File: src/rtl/bmlp_sched_pkg.sv
// Shared types and defaults for the binary-MLP layer scheduler.
package bmlp_sched_pkg;

  localparam int CNT_W_DEF = 16;

  typedef enum logic [2:0] {
    IDLE,
    LOAD,
    RUN,
    DRAIN,
    LEND,
    DONE
  } state_t;

endpackage

File: src/rtl/bmlp_step_counter.sv
// Clearable step counter: counts 0..end_count on en, wrapping to 0 after end_count.
module bmlp_step_counter #(
  parameter int CNT_W = 16
) (
  input  logic             clk,
  input  logic             rst,
  input  logic             clr,
  input  logic             en,
  input  logic [CNT_W-1:0] end_count,
  output logic [CNT_W-1:0] cur_count,
  output logic             fin
);

  assign fin = (cur_count == end_count);

  always_ff @(posedge clk or posedge rst) begin
    if (rst) begin
      cur_count <= '0;
    end else if (clr) begin
      cur_count <= '0;
    end else if (en) begin
      cur_count <= fin ? '0 : cur_count + CNT_W'(1);
    end
  end

endmodule

File: src/rtl/bmlp_layer_sched.sv
// Layer/neuron/word sequencer for the XNOR-popcount MAC datapath, with pipeline
// drain and ping-pong buffer swap between layers.
module bmlp_layer_sched
  import bmlp_sched_pkg::*;
#(
  parameter int CNT_W    = CNT_W_DEF,
  parameter int LAYER_W  = 2,
  parameter int PIPE_LAT = 2
) (
  input  logic               clk,
  input  logic               rst,
  input  logic               start,
  input  logic               abort,
  input  logic [LAYER_W-1:0] cfg_last_layer,
  input  logic [CNT_W-1:0]   cfg_in_words,
  input  logic [CNT_W-1:0]   cfg_out_neurons,
  input  logic               dp_ready,
  output logic               busy,
  output logic [LAYER_W-1:0] layer_idx,
  output logic [CNT_W-1:0]   neuron_idx,
  output logic [CNT_W-1:0]   word_idx,
  output logic               mac_en,
  output logic               acc_clr,
  output logic               neuron_done,
  output logic               layer_done,
  output logic               buf_swap,
  output logic               done
);

  localparam int DW = $clog2(PIPE_LAT + 1);

  state_t           state;
  state_t           nxt;
  logic [CNT_W-1:0] in_words_q;
  logic [CNT_W-1:0] out_neurons_q;
  logic [CNT_W-1:0] word_end;
  logic [CNT_W-1:0] neuron_end;
  logic [DW-1:0]    drain_cnt;
  logic             transfer;
  logic             word_fin;
  logic             neuron_fin;
  logic             cnt_clr;

  assign word_end    = in_words_q - CNT_W'(1);
  assign neuron_end  = out_neurons_q - CNT_W'(1);
  assign transfer    = mac_en & dp_ready;
  assign cnt_clr     = (state != RUN);
  assign acc_clr     = mac_en & (word_idx == '0);
  assign neuron_done = mac_en & word_fin;

  bmlp_step_counter #(.CNT_W(CNT_W)) u_word_cnt (
    .clk       (clk),
    .rst       (rst),
    .clr       (cnt_clr),
    .en        (transfer),
    .end_count (word_end),
    .cur_count (word_idx),
    .fin       (word_fin)
  );

  bmlp_step_counter #(.CNT_W(CNT_W)) u_neuron_cnt (
    .clk       (clk),
    .rst       (rst),
    .clr       (cnt_clr),
    .en        (transfer & word_fin),
    .end_count (neuron_end),
    .cur_count (neuron_idx),
    .fin       (neuron_fin)
  );

  always_comb begin
    nxt = state;
    if (abort) begin
      nxt = IDLE;
    end else begin
      case (state)
        IDLE:  if (start) nxt = LOAD;
        LOAD:  nxt = (cfg_in_words == '0 || cfg_out_neurons == '0) ? LEND : RUN;
        RUN:   if (transfer && word_fin && neuron_fin) nxt = DRAIN;
        DRAIN: if (drain_cnt == DW'(PIPE_LAT - 1)) nxt = LEND;
        LEND:  nxt = (layer_idx == cfg_last_layer) ? DONE : LOAD;
        DONE:  nxt = IDLE;
        default: nxt = IDLE;
      endcase
    end
  end

  // Outputs are registered from the next state so they line up with the state they describe.
  always_ff @(posedge clk or posedge rst) begin
    if (rst) begin
      state         <= IDLE;
      busy          <= 1'b0;
      mac_en        <= 1'b0;
      layer_done    <= 1'b0;
      buf_swap      <= 1'b0;
      done          <= 1'b0;
      layer_idx     <= '0;
      in_words_q    <= '0;
      out_neurons_q <= '0;
      drain_cnt     <= '0;
    end else begin
      state      <= nxt;
      busy       <= (nxt != IDLE);
      mac_en     <= (nxt == RUN);
      layer_done <= (nxt == LEND);
      buf_swap   <= (nxt == LEND);
      done       <= (nxt == DONE);
      drain_cnt  <= (state == DRAIN) ? drain_cnt + DW'(1) : '0;
      if (state == LOAD) begin
        in_words_q    <= cfg_in_words;
        out_neurons_q <= cfg_out_neurons;
      end
      if (nxt == IDLE) begin
        layer_idx <= '0;
      end else if (state == LEND && nxt == LOAD) begin
        layer_idx <= layer_idx + LAYER_W'(1);
      end
    end
  end

endmodule

File: config.mk
export PLATFORM = sky130hd
export DESIGN_NAME = bmlp_layer_sched
export DESIGN_NICKNAME = d
export VERILOG_FILES = /design/src/rtl/bmlp_sched_pkg.sv /design/src/rtl/bmlp_step_counter.sv /design/src/rtl/bmlp_layer_sched.sv
export SDC_FILE = /design/constraint.sdc
export NUM_CORES = 1
export LEC_CHECK = 0
export ABC_AREA = 1
export CORE_MARGIN = 1.5
export CORE_UTILIZATION = 30
export DETAILED_ROUTE_END_ITERATION = 12
export MAX_ROUTING_LAYER = met4
export PLACE_DENSITY = 0.58
export SYNTH_ARGS = -nofsm -noshare
export SYNTH_HDL_FRONTEND = slang
export SYNTH_SLANG_ARGS = --single-unit
File: constraint.sdc
create_clock -name clk -period 3.1 [get_ports clk]
set_input_delay 0.62 -clock clk [delete_from_list [all_inputs] [get_ports clk]]
set_output_delay 0.62 -clock clk [all_outputs]
set_load 0.1 [all_outputs]
# ---- Word level (Yosys, flattened, before mapping)
# Cells that the tools add are included.
dict set report word_totals {
  out_inout_bits 41
  word_cells 63
  ff_bits 75
  inputBits 39
}
dict set report op_classes {
  add_sub_neg 6
  n_mux 16
  n_eq_ne 13
  reduce_logical 13
  n_bitwise 4
}
# operator n
set op_table {}
lappend op_table {{$mux W16} 6}
lappend op_table {{$logic_not A16 Y1} 3}
lappend op_table {{$add A16 B1 Y16 const B} 2}
lappend op_table {{$eq A16 B16 Y1} 2}
lappend op_table {{$sub A16 B1 Y16 const B} 2}
lappend op_table {{$mux W3} 6}
lappend op_table {{$pmux W3 S5} 1}
lappend op_table {{$eq A3 B2 Y1 const B} 3}
lappend op_table {{$eq A3 B3 Y1 const B} 3}
lappend op_table {{$eq A3 B1 Y1 const B} 2}
lappend op_table {{$logic_not A3 Y1} 2}
lappend op_table {{$mux W2} 3}
lappend op_table {{$reduce_bool A2 Y1} 3}
lappend op_table {{$add A2 B1 Y2 const B} 2}
lappend op_table {{$and A1 B1 Y1} 4}
lappend op_table {{$logic_and A1 B1 Y1} 3}
lappend op_table {{$ne A3 B2 Y1 const B} 1}
lappend op_table {{$reduce_bool A3 Y1} 1}
lappend op_table {{$eq A2 B1 Y1 const B} 1}
lappend op_table {{$eq A2 B2 Y1} 1}
lappend op_table {{$logic_or A1 B1 Y1} 1}

# ---- Longest topological paths before layout
# Gate-level depths: netlist (run 1).
dict set report depth {
  ltp_word 11
  mapped_depth 18
  mapped_depth_nobuf 18
}

# ---- Cells and area by module
# Synthesis (run 1) repeated with hierarchy kept, for this count alone.
dict set report hier_totals {
  hier_cells 760
  area_unflattened_um2 5093.6
}
# module area_each_um2 cells_per_inst seq_area_each_um2 instances
set modules_own_cells {}
lappend modules_own_cells {bmlp_layer_sched 2473.6 330 1076.0 1}
lappend modules_own_cells {{bmlp_step_counter at u_neuron_cnt} 1331.3 215 400.4 1}
lappend modules_own_cells {{bmlp_step_counter at u_word_cnt} 1288.7 215 400.4 1}

# ---- Worst setup path before layout (run 1)
# No wires, ideal clock.
dict set report synth_path {
  path_type {register to output}
  from {register u_word_cnt.cur_count[0]}
  to {output port acc_clr}
  n_path_buf 0
  arrival_time_ns 4.151
  t_required_ns 2.480
  setup_slack_ns -1.671
  stages_incl_launch_ff 5
  path_cell_list {dfrtp_1 -> inv_1 -> ha_1 -> nand4_1 -> nor4_1}
}
dict set report synth_between {
  elab_chain_len 2
}
# item line
set synth_rtl {}
lappend synth_rtl {{start, declared} bmlp_step_counter.sv:10} ;# output logic [CNT_W-1:0] cur_count,
lappend synth_rtl {{start signal, assigned} bmlp_step_counter.sv:22} ;# cur_count <= fin ? '0 : cur_count + CNT_W'(1);
lappend synth_rtl {{$logic_not A16 Y1} bmlp_layer_sched.sv:48} ;# assign acc_clr = mac_en & (word_idx == '0);
lappend synth_rtl {{$and A1 B1 Y1} bmlp_layer_sched.sv:48}
lappend synth_rtl {{end, declared} bmlp_layer_sched.sv:23} ;# output logic acc_clr,
# Every way passes these cells.

# ---- Worst setup path in the final report (run 1)
dict set report layout_path {
  from {register in_words_q[2]}
  to {output port neuron_done}
}
dict set report layout_between {
  elab_chain_len 3
}
# item line
set layout_rtl {}
lappend layout_rtl {{start, declared} bmlp_layer_sched.sv:34} ;# logic [CNT_W-1:0] in_words_q;
lappend layout_rtl {{start signal, assigned} bmlp_layer_sched.sv:110} ;# in_words_q <= cfg_in_words;
lappend layout_rtl {{$sub A16 B1 Y16} bmlp_layer_sched.sv:44} ;# assign word_end = in_words_q - CNT_W'(1);
lappend layout_rtl {{$eq A16 B16 Y1} bmlp_step_counter.sv:14} ;# assign fin = (cur_count == end_count);
lappend layout_rtl {{$and A1 B1 Y1} bmlp_layer_sched.sv:49} ;# assign neuron_done = mac_en & word_fin;
lappend layout_rtl {{end, declared} bmlp_layer_sched.sv:24} ;# output logic neuron_done,
# Every way passes these cells.

==> results of run 1 <==
-- worst paths after layout --
kind                                                   start                                  end  cells after the start
min in group asynchronous                                rst         out_neurons_q[0]$_DFFE_PP0P_                      2
worst max-delay path               in_words_q[2]$_DFFE_PP0P_                          neuron_done                     12
worst max register to register  out_neurons_q[0]$_DFFE_PP0P_             layer_idx[1]$_DFFE_PP0P_                     18
worst min register to register        drain_cnt[0]$_DFF_PP0_               drain_cnt[0]$_DFF_PP0_                      1
max in group asynchronous                                rst  u_word_cnt.cur_count[4]$_DFFE_PP0P_                      3
worst min-delay path                  drain_cnt[0]$_DFF_PP0_               drain_cnt[0]$_DFF_PP0_                      1
-- what timing repair did --
action                                  CTS  global route
setup buffers                             0             5
hold buffers                              0             0
endpoints found under the setup margin    1             1
pin swaps                                 0             6
endpoints found under the hold margin     0             0
gates resized for setup                   3            15
-- registers in the layout, summed over array words and instances, names as in the netlist --
register,cells
buf_swap,1
layer_idx,2
mac_en,1
busy,1
drain_cnt,2
in_words_q,16
u_word_cnt.cur_count,16
done,1
state,3
u_neuron_cnt.cur_count,16
out_neurons_q,16
-- cell type report --
class,instances,area [um^2],share of cell area [%]
Multi-Input combinational cell,531,2990,45.7
Inverter,88,332,5.06
Timing Repair Buffer,91,791,12.1
Tap cell,220,275,4.20
Sequential cell,75,1880,28.7
Clock buffer,13,270,4.13
Clock inverter,2,10.0,0.153
-- kinds of logic (layout without fill, tap and decap cells) --
logic type | Yosys count | after routing | share of synthesized area (%)
compound gates | 65 | 65 | 7.28
xor+xnor | 63 | 63 | 10.7
fa+ha+maj | 6 | 6 | 1.45
buf+inv | 102 | 194 | 7.62
flops | 75 | 75 | 36.3
simple gates | 397 | 397 | 36.7
-- stage by stage --
stage	cell area (um^2)	util, %	std cells	worst slack, ns	TNS, ns
2_1_floorplan	5200	-	708	0.00628	0
3_5_place_dp	6170	37.0	1000	0.106	0
5_1_grt	6550	39.2	1020	-0.0106	-0.0106
6_report	6550	39.2	1020	0.167	0
4_1_cts	6470	38.8	1015	0.0246	0
3_3_place_gp	6170	37.0	1000	0.103	0
-- power by group through the flow --
stage	combinational, mW	sequential [mW]	clock (mW)
after detailed placement	1.23	1.28	0
final	1.29	1.29	1.01
after floorplan	0.929	1.28	0
after global routing	1.46	1.31	1.06
after CTS	1.25	1.27	1.04
after global placement	1.22	1.29	0
-- per-layer routing --
layer | global-route usage, % | vias to the layer above
li1 | - | 2484
met1 | 25.0 | 2293
met4 | 4.48 | 0
met5 | - | -
met2 | 25.7 | 92
met3 | 3.67 | 11
-- cell usage in the layout, fill, tap and decap left out, types with 4 or more instances in the layout --
master and count:
dfrtp_2 4, o21ai_1 7, nand3_1 57, o22ai_1 9
nand2_1 182, nor2_4 9, clkbuf_16 9, nor3_2 4
inv_1 81, nor4_1 13, a21oi_1 6, clkdlybuf4s50_1 38
nor2_2 11, nand3_2 4, nor2_1 62, xnor2_1 17
o21ai_0 32, inv_2 6, xor2_1 45, nand2_2 6
nor3_1 13, nand4_1 21, o32ai_1 9, buf_4 52
dfrtp_1 71, ha_1 5
==> results.md, run 1 <==
- Outcome: finished, final reports clean
- Slowest stage delay, CP: 0.45 ns
- Worst-path cell chain: nor2_4 > nand2_2 > inv_1 > nand2_1 > o21ai_0 > nand2_1 > nor2_1 > nand3_1 > nor2_4 > inv_2 > nor2_4 > buf_12
- Clock power frac: 28.1%
- Most Frequent Cell on Critical Path: nor2_4
- Inserted Diodes: 0
- Largest cells by area after synthesis: dfrtp_1, nand2_1, xor2_1
- Uppermost routed layer: met4
- Worst slack on hold paths: 0.440 ns
- Number of global-route vias before repair: 4607
- Syn avg cell area: 7.31 um^2
- Psw: 1.39 mW
- CTS tree: yes
- Setup violators final: 0
- Post-Synthesis Cells: 708
- Final Hold Vio Count: 0
- ANT nets after route: 0
- Maximum Capacitance Violations: 0
- Final nets: 841
- Peak supply drop: 0.000303 V
- Clock Skews: 0.00671 ns
- Sequential element share of the synthesized area: 36.3%
- Die H: 134 um
- Synth async-reset ratio: 100%
- Area of the core: 0.0167 mm^2
- Sequential Power Share: 36.0%
- Top cell type's share of synthesized area: 36.3%
- WP buf/inv: 3
- RD Place Congestion: 0.914
- Syn_nets: 753
- Worst Path Max Fanout: 5
- Initial antenna violation count: 0
- Worst-path clk slew: 0.06 ns
- GRT Util Overall: 17.7%
- First-pass iteration count of the detailed router: 4
- Post-Synthesis Cell Area: 0.00517 mm^2
- Grt ovf: 0
- Final number of max-transition violations: 0
- Met2 routed WL: 6.52 mm
- Clk buf depth: 2
- Distinct cells, synth: 36
- Largest net degree at the start of global routing: 54
- Post-layout minimum cycle time: 2.93 ns
- Count leader, synth: nand2_1
- Count of clock tree sinks: 75
- Drt total wl: 14.9 mm
- Fin crit share: 94.6%
- Clock root buffer: clkbuf_16
- Data required time of the worst path: 2.48 ns
- Slew margin rel.: 47.9%
- Slowest cell on crit path: dfrtp_2
- Critical path launch point type: flop
- Fmax: 0.341 GHz
- Internal power: 2.20 mW
- Layout cells sized above 1: 15.9%
- Commonest cells post-synth: nand2_1, inv_1, dfrtp_1, nor2_1, nand3_1
- Die area: 0.0180 mm^2
- Via Count: 4880
- Initial core utilization: 31.0%
- Sw Share: 38.8%
- Cell family with most CP delay: simple AND/OR/NAND/NOR gates
- HP Class: reg2reg
- Pwr dens: 548 mW/mm^2
- # rows: 47
- DIE WIDTH: 134 um
- Kind of critical path: reg2out
- Top FF cell, synth: dfrtp_1
- Filler cells: 1766
- Met3 Routed Length: 579 um
- Post-Route M1 WL: 7.59 mm
- Yosys reg bits: 75
- I/O Pins: 80
- EDFF count, synth: 0
- H-tree levels: 3
- Yosys warnings: 0
- Initial DRC count: 275
- Post-route DRC: 0
- Worst-Skew Late Latency: 0.35 ns
- CP Capture Type: output port
- Leak: 2.96 nW
- Num CTS Buffers: 9
- IO buf count: 79
- Area Growth Syn to Fin: 26.6%
- Reg2Reg Setup Slack: 0.55 ns
- Tot Pwr: 3.59 mW
- Routed length per instance: 14.6 um
- Global-route wire length before repair: 24.1 mm
- CP Data Arrival Time: 2.31 ns
- Slew @ Worst Pin: 0.775 ns
- Comb power frac: 35.9%
- Post-DP HPWL: 11.5 mm
- Synth area leader: dfrtp_1
- Vias/cell: 4.78
Note: power is estimated with default switching activity, not from simulation.
==> inputs of run 2 (changes only) <==
DONT_BUFFER_PORTS = 1   (was not set)
PLACE_DENSITY = 0.52   (was 0.58)
==> run 2 against run 1 <==
Compared with the run above:
- count of clock-buffer cells in the layout shrank 1
- via count down 3.9%
- largest power group is now the clock network
- critical path type unchanged
- non-clock buffer count down 44
- first-iteration DRC count shrank 11%
- register-to-register slack about the same
- wire length up 4.1%
- hold slack got worse by 0.18 ns
- die area is the same
- worst setup slack worse by 0.083 ns
- clock power is 34% higher
- sequential share of layout area is 1.6 points higher
==> results.md, run 2 (synthesis results as in run 1) <==
- Outcome: finished, final reports clean
- Worst Path Max Fanout: 6 (+1)
- Most frequent cells in the layout: nand2_1, inv_1, dfrtp_1
- Post-Route Setup TNS: 0 ns (unchanged)
- Drt total wl: 15.5 mm (+4.1%)
- Tot Pwr: 3.84 mW (+7.1%)
- Area of the multi-input gates: 0.00298 mm^2 (-0.46%)
- Initial DRC count: 246 (-11%)
- Count of clock tree sinks: 75 (unchanged)
- H-tree levels: 3 (unchanged)
- Die H: 134 um (unchanged)
- Placed Area: 0.00577 mm^2 (-6.5%)
- Grt ovf: 0 (unchanged)
- Slowest cell on crit path: dfrtp_1
- Kind of critical path: reg2out
- Worst-path clk slew: 0.06 ns (about the same)
- Inserted Diodes: 0 (unchanged)
- Final number of max-transition violations: 0 (unchanged)
- Layout cells sized above 1: 15.9% (-0.023 points)
- Routed length per instance: 15.8 um (+8.7%)
- Leak: 2.82 nW (-5.0%)
- Post-DP HPWL: 12.0 mm (+4.3%)
- GRT Util Overall: 18.5% (+0.81 points)
- Initial core utilization: 31.0% (unchanged)
- Sequential cell area: 0.00188 mm^2 (unchanged)
- Area Growth Syn to Fin: 20.0%
- Num CTS Buffers: 9 (unchanged)
- Commonest non-fill, non-tap cell in the layout: nand2_1
- Filler cells: 1772 (+0.34%)
- CP Data Arrival Time: 2.40 ns (+0.09 ns)
- Largest net degree at the start of global routing: 54 (unchanged)
- Pwr dens: 619 mW/mm^2 (+13%)
- Final nets: 797 (-5.2%)
- Data required time of the worst path: 2.48 ns (about the same)
- Vias/cell: 4.80 (+0.38%)
- RD Place Congestion: 0.882 (-3.4%)
- Setup violators final: 0 (unchanged)
- ANT nets after route: 0 (unchanged)
- Slowest stage delay, CP: 0.38 ns (-0.07 ns)
- CP Capture Type: output port
- Via Count: 4692 (-3.9%)
- HP Class: in2async
- Worst-path cell chain: inv_2 > ha_4 > nand3_4 > nor2_4 > nand2_2 > o21ai_2 > nand2_1 > nor2_1 > nand3_2 > nor2_4 > inv_2 > nor2_4 > buf_12
- Clock Skews: 0.00711 ns (+0.000402 ns)
- # hold bufs at CTS: 0 (unchanged)
- IO buf count: 0 (-100%)
- Clk buf depth: 2 (unchanged)
- Post-route DRC: 0 (unchanged)
- Clock root buffer: clkbuf_16
- Post-Place Setup Slack: 0.304 ns (+0.197 ns)
- Most Frequent Cell on Critical Path: nor2_4
- Post-layout minimum cycle time: 3.02 ns (+0.0834 ns)
- Area of the core: 0.0167 mm^2 (unchanged)
- Fmax: 0.332 GHz (-2.8%)
- Worst-Skew Late Latency: 0.35 ns (about the same)
- Setup ws final: 0.0838 ns (-0.0834 ns)
- Initial antenna violation count: 0 (unchanged)
- Maximum Capacitance Violations: 0 (unchanged)
- First-pass iteration count of the detailed router: 5 (+1)
- Die area: 0.0180 mm^2 (unchanged)
- Fin crit share: 97.3% (+2.7 points)
- # rows: 47 (unchanged)
- Peak supply drop: 0.000311 V (+2.7%)
- Number of global-route vias before repair: 4590 (-0.37%)
- Final Hold Vio Count: 0 (unchanged)
- Global-route wire length before repair: 24.7 mm (+2.9%)
- Final Core Density: 37.2% (-2.1 points)
- Slew @ Worst Pin: 0.941 ns (+0.166 ns)
- Cell area after layout: 0.00621 mm^2 (-5.2%)
- Critical path launch point type: flop
- CTS tree: yes
- I/O Pins: 80 (unchanged)
- Slew margin rel.: 37.5% (-10 points)
- DIE WIDTH: 134 um (unchanged)
run 2: final timing paths:
path,startpoint,end,slack [ns],depth (start not counted)
hold / removal,rst,layer_idx[1]$_DFFE_PP0P_,0.26,1
setup reg to reg,in_words_q[0]$_DFFE_PP0P_,u_neuron_cnt.cur_count[14]$_DFFE_PP0P_,0.54,15
max in group asynchronous,rst,in_words_q[10]$_DFFE_PP0P_,2.09,2
setup / recovery,in_words_q[0]$_DFFE_PP0P_,neuron_done,0.08,13
min in group clk,abort,state[2]$_DFF_PP0_,0.35,1
hold reg to reg,drain_cnt[0]$_DFF_PP0_,drain_cnt[0]$_DFF_PP0_,0.43,1
run 2: power breakdown:
| group | switching, mW | internal [mW] | total, mW |
|---|---|---|---|
| clock network | 0.432 | 0.913 | 1.35 |
| logic | 0.794 | 0.412 | 1.21 |
| registers | 0.180 | 1.11 | 1.29 |
| total | 1.41 | 2.44 | 3.84 |
run 2: area by class of cell:
class | instances | share of cell area (%)
timing repair buffer | 47 | 5.89
inverter | 88 | 5.34
multi-input combinational | 531 | 48.0
clock inverter | 4 | 1.94
tap | 220 | 4.43
sequential | 75 | 30.3
clock buffer | 12 | 4.13
run 2: repair_timing:
action,in CTS,in global routing
pin swaps,0,7
buffers inserted,0,2
gates resized for setup,3,10
setup endpoints to repair,1,1
run 2: critical path: cells and delay by family (launching register included):
kind	cells	cell delay, ns
AND/OR/NAND/NOR	8	1.01
flip-flops	1	0.38
adder cells (fa/ha/maj)	1	0.17
buffers and inverters	3	0.36
AO/OA/AOI/OAI	1	0.12
run 2: layer usage:
metal / up-vias / global-route usage (%) / wire, um
met5: - / - / 0
met4: 0 / 4.96 / 212
met3: 17 / 4.35 / 688
met2: 107 / 27.9 / 7050
met1: 2181 / 24.9 / 7520
li1: 2387 / - / -
run 2: per-stage QoR:
step | std cells | hold slack, ns
after global routing | 977 | 0.317
after floorplan | 708 | 0.409
after CTS | 975 | 0.288
after detailed placement | 959 | 0.427
after global placement | 959 | 0.425
final | 977 | 0.261
==> inputs of run 3 (changes only) <==
ABC_AREA = 0   (was 1)
PLACE_DENSITY = not set   (was 0.52)
PLACE_DENSITY_LB_ADDON = 0.25   (was not set)
==> run 3 against run 2 <==
Compared with the run above:
- flip-flop and latch count is the same
- combinational power is 24% lower
- count of clock-buffer cells in the layout stayed put
- global-route usage is 0.93 points lower
- sequential share of layout area rose by 1.3 points
- first-iteration DRC count fell by 22%
- the flow now finishes with violations (setup timing)
==> results.md, run 3 <==
- RD Place Congestion: 0.892 (+1.1%)
- Leak: 2.51 nW (-11%)
- Final Hold Vio Count: 0 (unchanged)
- Drt total wl: 13.0 mm (-16%)
- Fmax: 0.286 GHz (-14%)
- Global-route wire length before repair: 21.2 mm (-14%)
- Die H: 127 um (-5.5%)
- Yosys warnings: 0 (unchanged)
- Critical path launch point type: flop
- RR Startpoint: in_words_q[6]$_DFFE_PP0P_
- Worst reg2reg path depth: 9 (-6)
- Setup violators final: 14 (+14)
- Unrepaired setup endpoints after global routing: true
- Final Core Density: 39.4% (+2.3 points)
- Worst-Skew Late Latency: 0.34 ns (about the same)
- CP Capture Type: output port
- Yosys reg bits: 75 (unchanged)
- First-pass iteration count of the detailed router: 4 (-1)
- Post-Synthesis Cell Area: 0.00461 mm^2 (-11%)
- Filler cells: 1479 (-17%)
- Routed length per instance: 17.5 um (+10%)
- Final nets: 597 (-25%)
- Count of clock tree sinks: 75 (unchanged)
- Fin crit share: 113% (+16 points)
- Reg2Reg Setup Slack: -0.05 ns (-0.59 ns)
- IO buf count: 0 (unchanged)
- Setup ws final: -0.397 ns (-0.481 ns)
- Grt ovf: 0 (unchanged)
- Distinct cells, synth: 58 (+61%)
- R2r endpoint: u_neuron_cnt.cur_count[15]$_DFFE_PP0P_
- Syn avg cell area: 9.60 um^2 (+31%)
- EDFF count, synth: 0 (unchanged)
- Sequential element share of the synthesized area: 40.7% (+4.5 points)
- Count leader, synth: dfrtp_1
- Post-route DRC: 0 (unchanged)
- Via Count: 3958 (-16%)
- Data required time of the worst path: 2.48 ns (about the same)
- Peak supply drop: 0.000392 V (+26%)
- Area of the core: 0.0151 mm^2 (-9.6%)
- Vias/cell: 5.31 (+11%)
- DIE WIDTH: 127 um (-5.5%)
- Clk buf depth: 2 (unchanged)
- Syn_nets: 525 (-30%)
- I/O Pins: 80 (unchanged)
- Die area: 0.0161 mm^2 (-11%)
- Most frequent cells in the layout: dfrtp_1, buf_4, mux2_2
- Number of global-route vias before repair: 4100 (-11%)
- Largest cells by area after synthesis: dfrtp_1, mux2_2, xnor2_1
- Post-layout minimum cycle time: 3.50 ns (+0.481 ns)
- Clock root buffer: clkbuf_16
- Failing checks: setup timing
- Slew margin rel.: 37.9% (+0.47 points)
- CTS tree: yes
- Kind of critical path: reg2out
- Final number of max-transition violations: 0 (unchanged)
- Worst Setup SP: in_words_q[8]$_DFFE_PP0P_
- Num CTS Buffers: 9 (unchanged)
- # hold bufs at CTS: 0 (unchanged)
- CP Data Arrival Time: 2.88 ns (+0.48 ns)
- GRT Util Overall: 17.6% (-0.93 points)
- Clock Skews: 0.0102 ns (+0.00308 ns)
- Outcome: finished with violations
- CP endpoint: neuron_done
- Top FF cell, synth: dfrtp_1
- Pwr dens: 545 mW/mm^2 (-12%)
- Maximum Capacitance Violations: 0 (unchanged)
- Area Growth Syn to Fin: 29.2%
- # rows: 45 (-4.3%)
- Worst-path clk slew: 0.06 ns (about the same)
- Initial DRC count: 192 (-22%)
- Synth async-reset ratio: 100% (unchanged)
- Synth area leader: dfrtp_1
- H-tree levels: 3 (unchanged)
- Layout cells sized above 1: 31.8% (+16 points)
- Largest net degree at the start of global routing: 40 (-26%)
- Worst Path Max Fanout: 3 (-3)
- ANT nets after route: 0 (unchanged)
- Post-Synthesis Cells: 480 (-32%)
- Commonest cells post-synth: dfrtp_1, mux2_2, nand2_1, xnor2_1, nor2_1
- Slew @ Worst Pin: 0.934 ns (-0.00706 ns)
- Post-DP HPWL: 9.74 mm (-19%)
- HP Class: in2async
- Top cell type's share of synthesized area: 40.7% (+4.5 points)
- Tot Pwr: 3.24 mW (-16%)
- Initial core utilization: 30.5% (-0.45 points)
- Post-Place Setup Slack: -0.127 ns (-0.431 ns)
- Initial antenna violation count: 0 (unchanged)
- Inserted Diodes: 0 (unchanged)
## run 3: kinds of logic (layout without fill, tap and decap cells)
kind of cell	after synthesis	in the layout	synth area share (%)
compound gates	102	102	14.9
xor+xnor	44	44	8.37
fa+ha+maj	6	6	1.63
buf+inv	34	111	3.23
flops	75	75	40.7
mux	32	32	7.71
simple gates	187	187	23.4
## run 3: what timing repair did
action | CTS | global route
setup buffers | 5 | 3
setup endpoints to repair | 12 | 36
pin swaps | 14 | 7
cloned | 1 | 0
resized for setup | 25 | 18
## run 3: worst min-delay path by stage
stage,start,to,slack (ns),depth (start not counted)
finish,rst,in_words_q[14]$_DFFE_PP0P_,0.33,1
global route,abort,state[1]$_DFF_PP0_,0.34,1
CTS,rst,u_word_cnt.cur_count[3]$_DFFE_PP0P_,0.34,1
detailed placement,drain_cnt[0]$_DFF_PP0_,drain_cnt[0]$_DFF_PP0_,0.42,1
global placement,drain_cnt[0]$_DFF_PP0_,drain_cnt[0]$_DFF_PP0_,0.42,1
floorplan,drain_cnt[0]$_DFF_PP0_,drain_cnt[0]$_DFF_PP0_,0.41,1
## run 3: area by class of cell
type	count	area [um^2]	area share, %
Clock buffer	12	256	4.31
Clock inverter	4	48.8	0.820
Inverter	14	52.6	0.883
Multi-Input combinational cell	371	2780	46.6
Sequential cell	75	1880	31.6
Tap cell	188	235	3.95
Timing Repair Buffer	81	701	11.8
## run 3: critical path: stages, from the launching register on
cell,delay [ns]
dfrtp_1,0.37
or3_1,0.46
nor4_4,0.39
xor2_1,0.11
or3_4,0.41
a2111oi_4,0.37
and3_4,0.25
buf_12,0.17
## run 3: stage by stage
| stage | hold slack, ns | instances | cell area (um^2) | setup TNS, ns |
|---|---|---|---|---|
| after floorplan | 0.410 | 480 | 4650 | -0.145 |
| after global placement | 0.419 | 720 | 5390 | -0.0935 |
| after CTS | 0.344 | 742 | 5880 | -0.647 |
| final | 0.325 | 745 | 5950 | -0.568 |
| after global routing | 0.343 | 745 | 5950 | -3.65 |
| after detailed placement | 0.424 | 720 | 5390 | -0.920 |
## run 3: per-layer routing
metal | GRT usage [%] | vias up | wire length [um]
li1 | - | 1918 | -
met1 | 20.2 | 1926 | 5510
met2 | 28.6 | 101 | 6350
met3 | 6.71 | 13 | 931
met4 | 5.01 | 0 | 226
met5 | - | - | 0
## run 3: power by group
group          internal, mW  switching [mW]
Combinational         0.457           0.456
Sequential             1.10           0.132
Clock                 0.668           0.423
Total                  2.23            1.01
